### src/rtl/logic_unit_arbiter.sv
// Round-robin arbiter sharing one registered bitwise logic unit.
// Requesters hand in op/a/b; one result is returned with its ID.
module logic_unit_arbiter #(
    parameter  int N_REQ = 4,
    parameter  int WIDTH = 8,
    localparam int ID_W  = $clog2(N_REQ)
) (
    input  logic                   clk,
    input  logic                   rst_n,
    input  logic [N_REQ-1:0]       req_valid,
    output logic [N_REQ-1:0]       req_ready,
    input  logic [2*N_REQ-1:0]     req_op,
    input  logic [N_REQ*WIDTH-1:0] req_a,
    input  logic [N_REQ*WIDTH-1:0] req_b,
    output logic                   resp_valid,
    input  logic                   resp_ready,
    output logic [WIDTH-1:0]       resp_data,
    output logic [ID_W-1:0]        resp_id
);

    typedef enum logic {
        S_IDLE = 1'b0,
        S_RESP = 1'b1
    } state_e;

    typedef enum logic [1:0] {
        OP_NOT = 2'b00,
        OP_AND = 2'b01,
        OP_OR  = 2'b10,
        OP_XOR = 2'b11
    } op_e;

    localparam logic [ID_W-1:0] LAST_IDX = ID_W'(N_REQ - 1);

    state_e            r_state;
    logic [ID_W-1:0]   r_last_grant;
    logic              r_resp_valid;
    logic [WIDTH-1:0]  r_resp_data;
    logic [ID_W-1:0]   r_resp_id;

    logic              w_found;
    logic [ID_W-1:0]   w_gnt_idx;
    logic [ID_W-1:0]   w_scan;
    logic [N_REQ-1:0]  w_gnt_onehot;
    logic              w_accept;
    op_e               w_op;
    logic [WIDTH-1:0]  w_a;
    logic [WIDTH-1:0]  w_b;
    logic [WIDTH-1:0]  w_result;

    // Find the first valid requester after the last grant, wrapping.
    always_comb begin
        w_found   = 1'b0;
        w_gnt_idx = '0;
        w_scan    = '0;
        for (int k = 1; k <= N_REQ; k++) begin
            w_scan = ID_W'((int'(r_last_grant) + k) % N_REQ);
            if (!w_found && req_valid[w_scan]) begin
                w_found   = 1'b1;
                w_gnt_idx = w_scan;
            end
        end
    end

    // Grants are only offered while idle and out of reset.
    always_comb begin
        w_gnt_onehot = '0;
        if (w_found) begin
            w_gnt_onehot = N_REQ'(1) << w_gnt_idx;
        end
    end

    assign w_accept  = rst_n && (r_state == S_IDLE) && w_found;
    assign req_ready = w_accept ? w_gnt_onehot : '0;

    // Route the granted requester's opcode and operands to the unit.
    always_comb begin
        w_op = op_e'(req_op[2*w_gnt_idx +: 2]);
        w_a  = req_a[WIDTH*w_gnt_idx +: WIDTH];
        w_b  = req_b[WIDTH*w_gnt_idx +: WIDTH];
    end

    // Shared bitwise unit; operand B is unused for NOT.
    always_comb begin
        w_result = '0;
        unique case (w_op)
            OP_NOT: w_result = ~w_a;
            OP_AND: w_result = w_a & w_b;
            OP_OR:  w_result = w_a | w_b;
            OP_XOR: w_result = w_a ^ w_b;
            default: w_result = '0;
        endcase
    end

    // Sequencer: capture one result, hold it until the consumer drains it.
    always_ff @(posedge clk) begin
        if (!rst_n) begin
            r_state      <= S_IDLE;
            r_last_grant <= LAST_IDX;
            r_resp_valid <= 1'b0;
            r_resp_data  <= '0;
            r_resp_id    <= '0;
        end else begin
            unique case (r_state)
                S_IDLE: begin
                    if (w_found) begin
                        r_resp_data  <= w_result;
                        r_resp_id    <= w_gnt_idx;
                        r_last_grant <= w_gnt_idx;
                        r_resp_valid <= 1'b1;
                        r_state      <= S_RESP;
                    end
                end
                S_RESP: begin
                    if (resp_ready) begin
                        r_resp_valid <= 1'b0;
                        r_state      <= S_IDLE;
                    end
                end
                default: begin
                    r_state      <= S_IDLE;
                    r_resp_valid <= 1'b0;
                end
            endcase
        end
    end

    assign resp_valid = r_resp_valid;
    assign resp_data  = r_resp_data;
    assign resp_id    = r_resp_id;

endmodule

### config.mk
export PLATFORM = sky130hd
export DESIGN_NAME = logic_unit_arbiter
export DESIGN_NICKNAME = d
export VERILOG_FILES = /design/src/rtl/logic_unit_arbiter.sv
export SDC_FILE = /design/constraint.sdc
export NUM_CORES = 1
export LEC_CHECK = 0
export CORE_MARGIN = 5
export CORE_UTILIZATION = 42
export CTS_BUF_LIST = sky130_fd_sc_hd__clkbuf_4 sky130_fd_sc_hd__clkbuf_8
export CTS_CLUSTER_DIAMETER = 50
export DETAILED_ROUTE_END_ITERATION = 10
export GPL_TIMING_DRIVEN = 1
export PLACE_DENSITY = 0.9
export SLEW_MARGIN = 15
export SYNTH_ARGS = -nofsm -noshare
export SYNTH_HDL_FRONTEND = slang
export SYNTH_SLANG_ARGS = --single-unit
### constraint.sdc
create_clock -name clk -period 4.2 [get_ports clk]
set_clock_uncertainty 0.2 [all_clocks]
set_input_delay 0.84 -clock clk [delete_from_list [all_inputs] [get_ports clk]]
set_output_delay 0.84 -clock clk [all_outputs]
set_load 0.01 [all_outputs]
==> results_dict.tcl, run 1 <==
set metrics [dict create \
    status "finished, final reports clean" \
    worstSetupPathType "in2out" \
    grt_setup_unrepaired "false" \
    cts_buffers 3 \
    cts_hold_buffers 0 \
    setup_tns_ns 0 \
    core-area_um2 4380 \
    drv_slew 0 \
    grt_usage_pct 18.8 \
    ys_warn_count 0 \
    syn_area_per_cell_um2 8.69 \
    viasPerCell 5.38 \
    worstSetupEndpointType "output pin" \
    critical_path.cell_chain "clkdlybuf4s50_1, nor4_1, buf_4, nor2_1, nand2_1, nor3_1, clkdlybuf4s50_1" \
    pre_cts_slack_ns 0.213 \
    dp_hpwl_um 4620 \
    io_pins 94 \
    wl_per_cell_um 15.7 \
    wl_um 5720 \
    ys_ff_latch 14 \
    cp_slowest_cell "clkdlybuf4s50_1" \
    final.period_utilization_pct 95.7 \
    cp.required_ns 3.16 \
    grt-ovfl-total 0 \
    min_period_ns 4.02 \
    cts_tree "done" \
    grt_pass1_vias 1965 \
    rows 24 \
    drc_errors 0 \
    setup.worst_path.start_class "input port" \
    syn2layout_area_growth_pct 54.5 \
    leakagePower_nw 1.28 \
    cp_max_fo 9 \
    cts_buffer_depth 2 \
    powerDensity_nw_per_um2 254 \
    slew_headroom_pct 45.0 \
    ant_nets 0 \
    critical_path_buf_inv_count 3 \
    initial_utilization_pct 43.6 \
    path_delay_family "buffers and inverters" \
    die-area_um2 6000 \
    cts_root_buffer "clkbuf_8" \
    clock-sinks 14 \
    port_buffers 93 \
    first_pass_iters 4 \
    grt_start_max_net_pins 34 \
    cts_resized 0 \
    final-hold-violation-count 0 \
    tightest_slew_ns 0.802 \
    fmax_mhz 249 \
    seq_area_um2 280 \
    cp_common_cell "clkdlybuf4s50_1" \
    cap_violations 0 \
    die_w_um 77.5 \
    cts_max_level 1 \
    synthCells 220 \
    vdd_ir_drop_max_mv 0.168 \
    post-cts-setup-buffer-count 0 \
    fin_nets 409 \
    setup_ws_ns 0.181 \
    vias 1957 \
    worstPathArrival_ns 2.98 \
    antenna_found_initial 0 \
    insertion_delay_ns 0.25 \
    n_antenna_cell 0 \
    ys_types 34 \
    synth_seq_area_share_pct 14.7 \
    die_h_um 77.5 \
    path_clk_slew_ns 0.06 \
    grt_pass1_wl_um 9470 \
    drive_above_1_share_pct 8.01 \
    gp_congestion 0.801 \
    cpPeakStageDelay_ns 0.59 \
    drt_iter0_drc 82 \
    min_path_type "reg2reg" \
    final-setup-viol-count 0 \
    multi_input_area_um2 1470 \
    netlist_area_um2 1910 \
    syn_nets 315 \
    nFillCells 371 \
]
cell usage in the layout (no fill, tap or decap), drive strengths merged, types with 4 or more instances in the layout:
master | synthesis | final
a2111oi | 8 | 8
a21oi | 4 | 4
a22o | 8 | 8
a2bb2oi | 8 | 8
buf | 10 | 7
clkdlybuf4s50 | 0 | 93
dfxtp | 14 | 14
ha | 16 | 16
inv | 26 | 26
mux2 | 8 | 8
mux2i | 51 | 51
nand2 | 8 | 8
nor2 | 9 | 9
nor2b | 12 | 12
nor3b | 17 | 17
o21ai | 5 | 5
final timing paths:
| kind | from | end | slack, ns | cells past startpoint |
|---|---|---|---|---|
| max | req_valid[1] | req_ready[1] | 0.18 | 7 |
| min | resp_data[4] | resp_data[4] | 0.29 | 1 |
| max reg2reg | r_last_grant[0] | resp_data[6] | 1.21 | 10 |
| min reg2reg | resp_data[4] | resp_data[4] | 0.29 | 1 |
sequential cells by signal, indices dropped and copies added (netlist names):
register and cells:
r_state 1, r_last_grant 2, resp_data 8, resp_id 2, resp_valid 1
stage by stage:
step           hold WS, ns  std cells  utilization (%)  instance area [um2]  total power [mW]
6_report             0.286        364             67.4                 2950             0.750
5_1_grt              0.303        364             67.4                 2950             0.806
4_1_cts              0.284        364             67.4                 2950             0.756
3_5_place_dp         0.269        361             66.4                 2910             0.640
3_3_place_gp         0.267        361             66.4                 2910             0.623
2_1_floorplan        0.254        220                -                 1910             0.459
kinds of logic (layout without fill, tap and decap cells):
group / count (synthesis) / in the layout / share of synthesized area (%)
muxes: 59 / 59 / 33.1
and+or+nand+nor: 56 / 56 / 17.3
AOI/OAI and AO/OA: 38 / 38 / 15.8
buffers and inverters: 37 / 129 / 8.64
adders and majority gates: 16 / 16 / 10.5
DFF: 14 / 14 / 14.7
final cells by class:
cell class              count  area share (%)
multi-input cells         169            49.9
flip-flops and latches     14            9.49
clock buffers               3            1.40
repair buffers            100            33.7
well taps                  52            2.20
inverters                  26            3.31
Yosys cell counts:
library cell | number | area (um2)
mux2i_1 | 47 | 470
inv_1 | 26 | 97.6
nor3b_1 | 17 | 128
ha_1 | 16 | 200
dfxtp_1 | 14 | 280
nor2b_1 | 12 | 75.1
nor2_1 | 9 | 33.8
a22o_1 | 8 | 70.1
a2bb2oi_1 | 8 | 70.1
mux2_2 | 8 | 90.1
nand2_1 | 8 | 30.0
a2111oi_1 | 6 | 60.1
buf_2 | 6 | 30.0
o21ai_0 | 5 | 25.0
a21oi_1 | 4 | 20.0
a2111oi_0 | 2 | 17.5
buf_6 | 2 | 22.5
mux2i_2 | 2 | 27.5
mux2i_4 | 2 | 45.0
nand3_1 | 2 | 10.0
nor3_1 | 2 | 10.0
or3b_1 | 2 | 17.5
a211oi_1 | 1 | 7.51
a21boi_0 | 1 | 7.51
buf_1 | 1 | 3.75
buf_4 | 1 | 7.51
clkbuf_1 | 1 | 3.75
nand2b_1 | 1 | 6.26
nor4_1 | 1 | 6.26
o211ai_1 | 1 | 7.51
o21a_1 | 1 | 7.51
o311a_1 | 1 | 10.0
or2_2 | 1 | 6.26
or2b_1 | 1 | 7.51
where the power goes:
group,switching [mW],internal (mW),total (mW),leakage [nW]
Combinational,0.205,0.264,0.469,1.14
Sequential,0.0135,0.154,0.168,0.116
Clock,0.0493,0.0635,0.113,0.0216
Total,0.268,0.482,0.750,1.28
layer usage:
metal / part of all wire, % / GRT usage (%) / wire [um]
met1: 43 / 22.8 / 2440
met2: 49 / 32.7 / 2790
met3: 7.4 / 5.90 / 426
met4: 1.1 / 3.61 / 63
met5: 0 / 0 / 0
Note: power is estimated with default switching activity, not from simulation.
==> run 2: changes to the inputs <==
--- a/config.mk
+++ b/config.mk
@@ -5,8 +5,9 @@
 export SDC_FILE = /design/constraint.sdc
 export NUM_CORES = 1
 export LEC_CHECK = 0
+export ABC_AREA = 1
 export CORE_MARGIN = 5
-export CORE_UTILIZATION = 42
+export CORE_UTILIZATION = 44
 export CTS_BUF_LIST = sky130_fd_sc_hd__clkbuf_4 sky130_fd_sc_hd__clkbuf_8
 export CTS_CLUSTER_DIAMETER = 50
 export DETAILED_ROUTE_END_ITERATION = 10
==> run 2 against run 1 <==
Compared with the run above: clock-buffer cell count unchanged; utilization decreased by 0.41 points; global-route usage increased by 0.48 points; combinational power increased to 6.1 times the previous value; critical endpoint is now req_ready[0]; critical path type unchanged.
==> results_dict.tcl, run 2 <==
set metrics [dict create \
    worstSetupEndpointType "output pin" \
    final-setup-viol-count 0 \
    synth_edf_count 0 \
    gp_congestion 0.818 \
    hold_path_depth 2 \
    min_period_ns 4.01 \
    cts_max_level 1 \
    largest_reg_flops 8 \
    clock-sinks 14 \
    cts_tree "done" \
    dp_hpwl_um 5060 \
    layout_common_cells "128 x nand2_1, 92 x clkdlybuf4s50_1, 47 x inv_1, 26 x nand3_1, 24 x nand2_2" \
    synth_area_leaders "nand2_1 22%, dfxtp_1 13%, ha_1 9.3%, inv_1 8.2%, nand2_2 7.0%" \
    wl_per_cell_um 11.5 \
    cp_max_fo 6 \
    cp.required_ns 3.16 \
    grt_usage_pct 19.3 \
    grt-ovfl-total 0 \
    r2r_start "r_last_grant[0]" \
    yosysMostFrequentCell "nand2_1" \
    synthCells 362 \
    final-hold-violation-count 0 \
    synth_mux_area_share_pct 0 \
    r2r_slack_ns 1.07 \
    setup_tns_ns 0 \
    slew_headroom_pct 69.9 \
    vias 2471 \
    nFillCells 419 \
    antenna_found_initial 0 \
    insertion_delay_ns 0.24 \
    cts_buffer_depth 2 \
    fmax_mhz 249 \
    die-area_um2 6370 \
    ys_top_cells_by_count "128 x nand2_1, 47 x inv_1, 26 x nand3_1, 24 x nand2_2, 17 x nor2_1" \
    synth_seq_area_share_pct 13.1 \
    drc_errors 0 \
    worstRegToRegCells 19 \
    powerDensity_nw_per_um2 1010 \
    final_common_cell "nand2_1" \
    port_buffers 93 \
    synth_compound_area_share_pct 14.8 \
    ys_types 32 \
    cts_hold_buffers 0 \
    setup.worst_path.start_class "input port" \
    dp_cells 515 \
    crit-reg2reg-capture "resp_data[6]" \
    grt_pass1_wl_um 10100 \
    syn2layout_area_growth_pct 47.3 \
    synth-simple-area-share_pct 48.9 \
    syn_nets 457 \
    min_path_type "reg2reg" \
    rows 25 \
    grt_pass1_vias 2364 \
    tightest_slew_ns 0.451 \
    drv_slew 0 \
    viasPerCell 4.76 \
    final.period_utilization_pct 95.5 \
    status "finished, final reports clean" \
    min_from "resp_data[3]" \
    syn_area_per_cell_um2 5.93 \
    cap_violations 0 \
    die_h_um 79.8 \
    grt_setup_unrepaired "false" \
    yosys.area.top_type "nand2_1" \
    synthArstFlopShare_pct 0 \
    fin_nets 549 \
    worstPathArrival_ns 2.97 \
    cts_buffers 3 \
    cts_root_buffer "clkbuf_8" \
    first_pass_iters 4 \
    ys.flop_type "dfxtp_1" \
    synth-xor-area-share_pct 0 \
    die_w_um 79.8 \
    ys_ff_latch 14 \
    n_antenna_cell 0 \
    path_clk_slew_ns 0.05 \
    ant_nets 0 \
    io_pins 94 \
    worstSetupPathType "in2out" \
    final_cells 519 \
    initial_utilization_pct 45.4 \
    leakagePower_nw 1.56 \
    hold_end "resp_data[3]" \
    synth_fa_ha_area_share_pct 9.33 \
    wl_um 5980 \
    vdd_ir_drop_max_mv 0.525 \
    grt_start_max_net_pins 38 \
    post-synth-top-area-fraction_pct 22.4 \
    synth_top_family_by_area "simple AND/OR/NAND/NOR gates" \
    ys_warn_count 0 \
    netlist_area_um2 2150 \
    drive_above_1_share_pct 13.9 \
    drt_iter0_drc 112 \
    core-area_um2 4720 \
]
==> run 2: cell count changes after synthesis, moves of 12 or more <==
cell and delta:
nor3b_1 -17, nand3_1 +24, mux2i_1 -47, nand2_1 +120, inv_1 +21, nor2b_1 -12
nand2_2 +24
==> run 2: layout make-up <==
| class | count | area [um2] | share of cell area (%) |
|---|---|---|---|
| clock buffers | 3 | 41.3 | 1.31 |
| inverters | 54 | 213 | 6.73 |
| multi-input cells | 283 | 1570 | 49.7 |
| flip-flops and latches | 14 | 280 | 8.86 |
| well taps | 67 | 83.8 | 2.65 |
| repair buffers | 98 | 971 | 30.7 |
==> run 2: timing repair <==
action | CTS | global route
setup buffers | 0 | 1
setup endpoints to repair | 0 | 2
gates resized for setup | 0 | 2
==> run 2: logic make-up (layout without fill, tap and decap cells) <==
kind of cell               after synthesis  count (layout)
DFF                                     14              14
buffers and inverters                   65             155
and+or+nand+nor                        219             219
adders and majority gates               16              16
AOI/OAI and AO/OA                       48              48
==> run 2: metrics by stage <==
step                utilization (%)  power, mW  setup slack (ns)  cell area (um2)  hold slack (ns)
floorplan                         -       2.54              1.08             2150            0.265
global placement               65.7       2.96             0.130             3110            0.255
detailed placement             65.7       3.09            0.0916             3110            0.259
CTS                            66.6       3.20            0.0868             3150            0.271
global route                   66.9       3.65            0.0288             3160            0.296
finish                         66.9       3.21             0.189             3160            0.272
==> run 2: layer usage <==
metal / up-vias / track usage (%) / share of wire (%)
met4: 0 / 5.91 / 2.0
met5: - / 0 / 0
li1: 1318 / - / -
met1: 1049 / 22.3 / 41
met3: 10 / 4.51 / 8.5
met2: 94 / 34.7 / 49
==> run 2: power breakdown <==
group | internal (mW) | switching [mW] | total (mW)
Combinational | 1.07 | 1.81 | 2.88
Clock | 0.0632 | 0.0421 | 0.105
Sequential | 0.181 | 0.0394 | 0.220
==> run 2: worst max-delay path: stages <==
cell,delay [ns]
clkdlybuf4s50_1,0.51
nand2_1,0.07
nand2_1,0.14
nand2_1,0.09
nand2_2,0.09
inv_2,0.06
nand3_4,0.11
nand2_1,0.08
inv_1,0.07
nand2_1,0.13
nor3_2,0.21
clkdlybuf4s50_1,0.57
==> run 2: how the worst max path moves through the flow <==
stage	end	start	slack (ns)	cells past startpoint
after global routing	req_ready[3]	req_valid[3]	0.03	12
after floorplan	req_ready[0]	req_valid[3]	1.08	10
after detailed placement	req_ready[0]	req_valid[0]	0.09	12
after CTS	req_ready[0]	req_valid[0]	0.09	12
final	req_ready[0]	req_valid[0]	0.19	12
after global placement	req_ready[0]	req_valid[0]	0.13	12
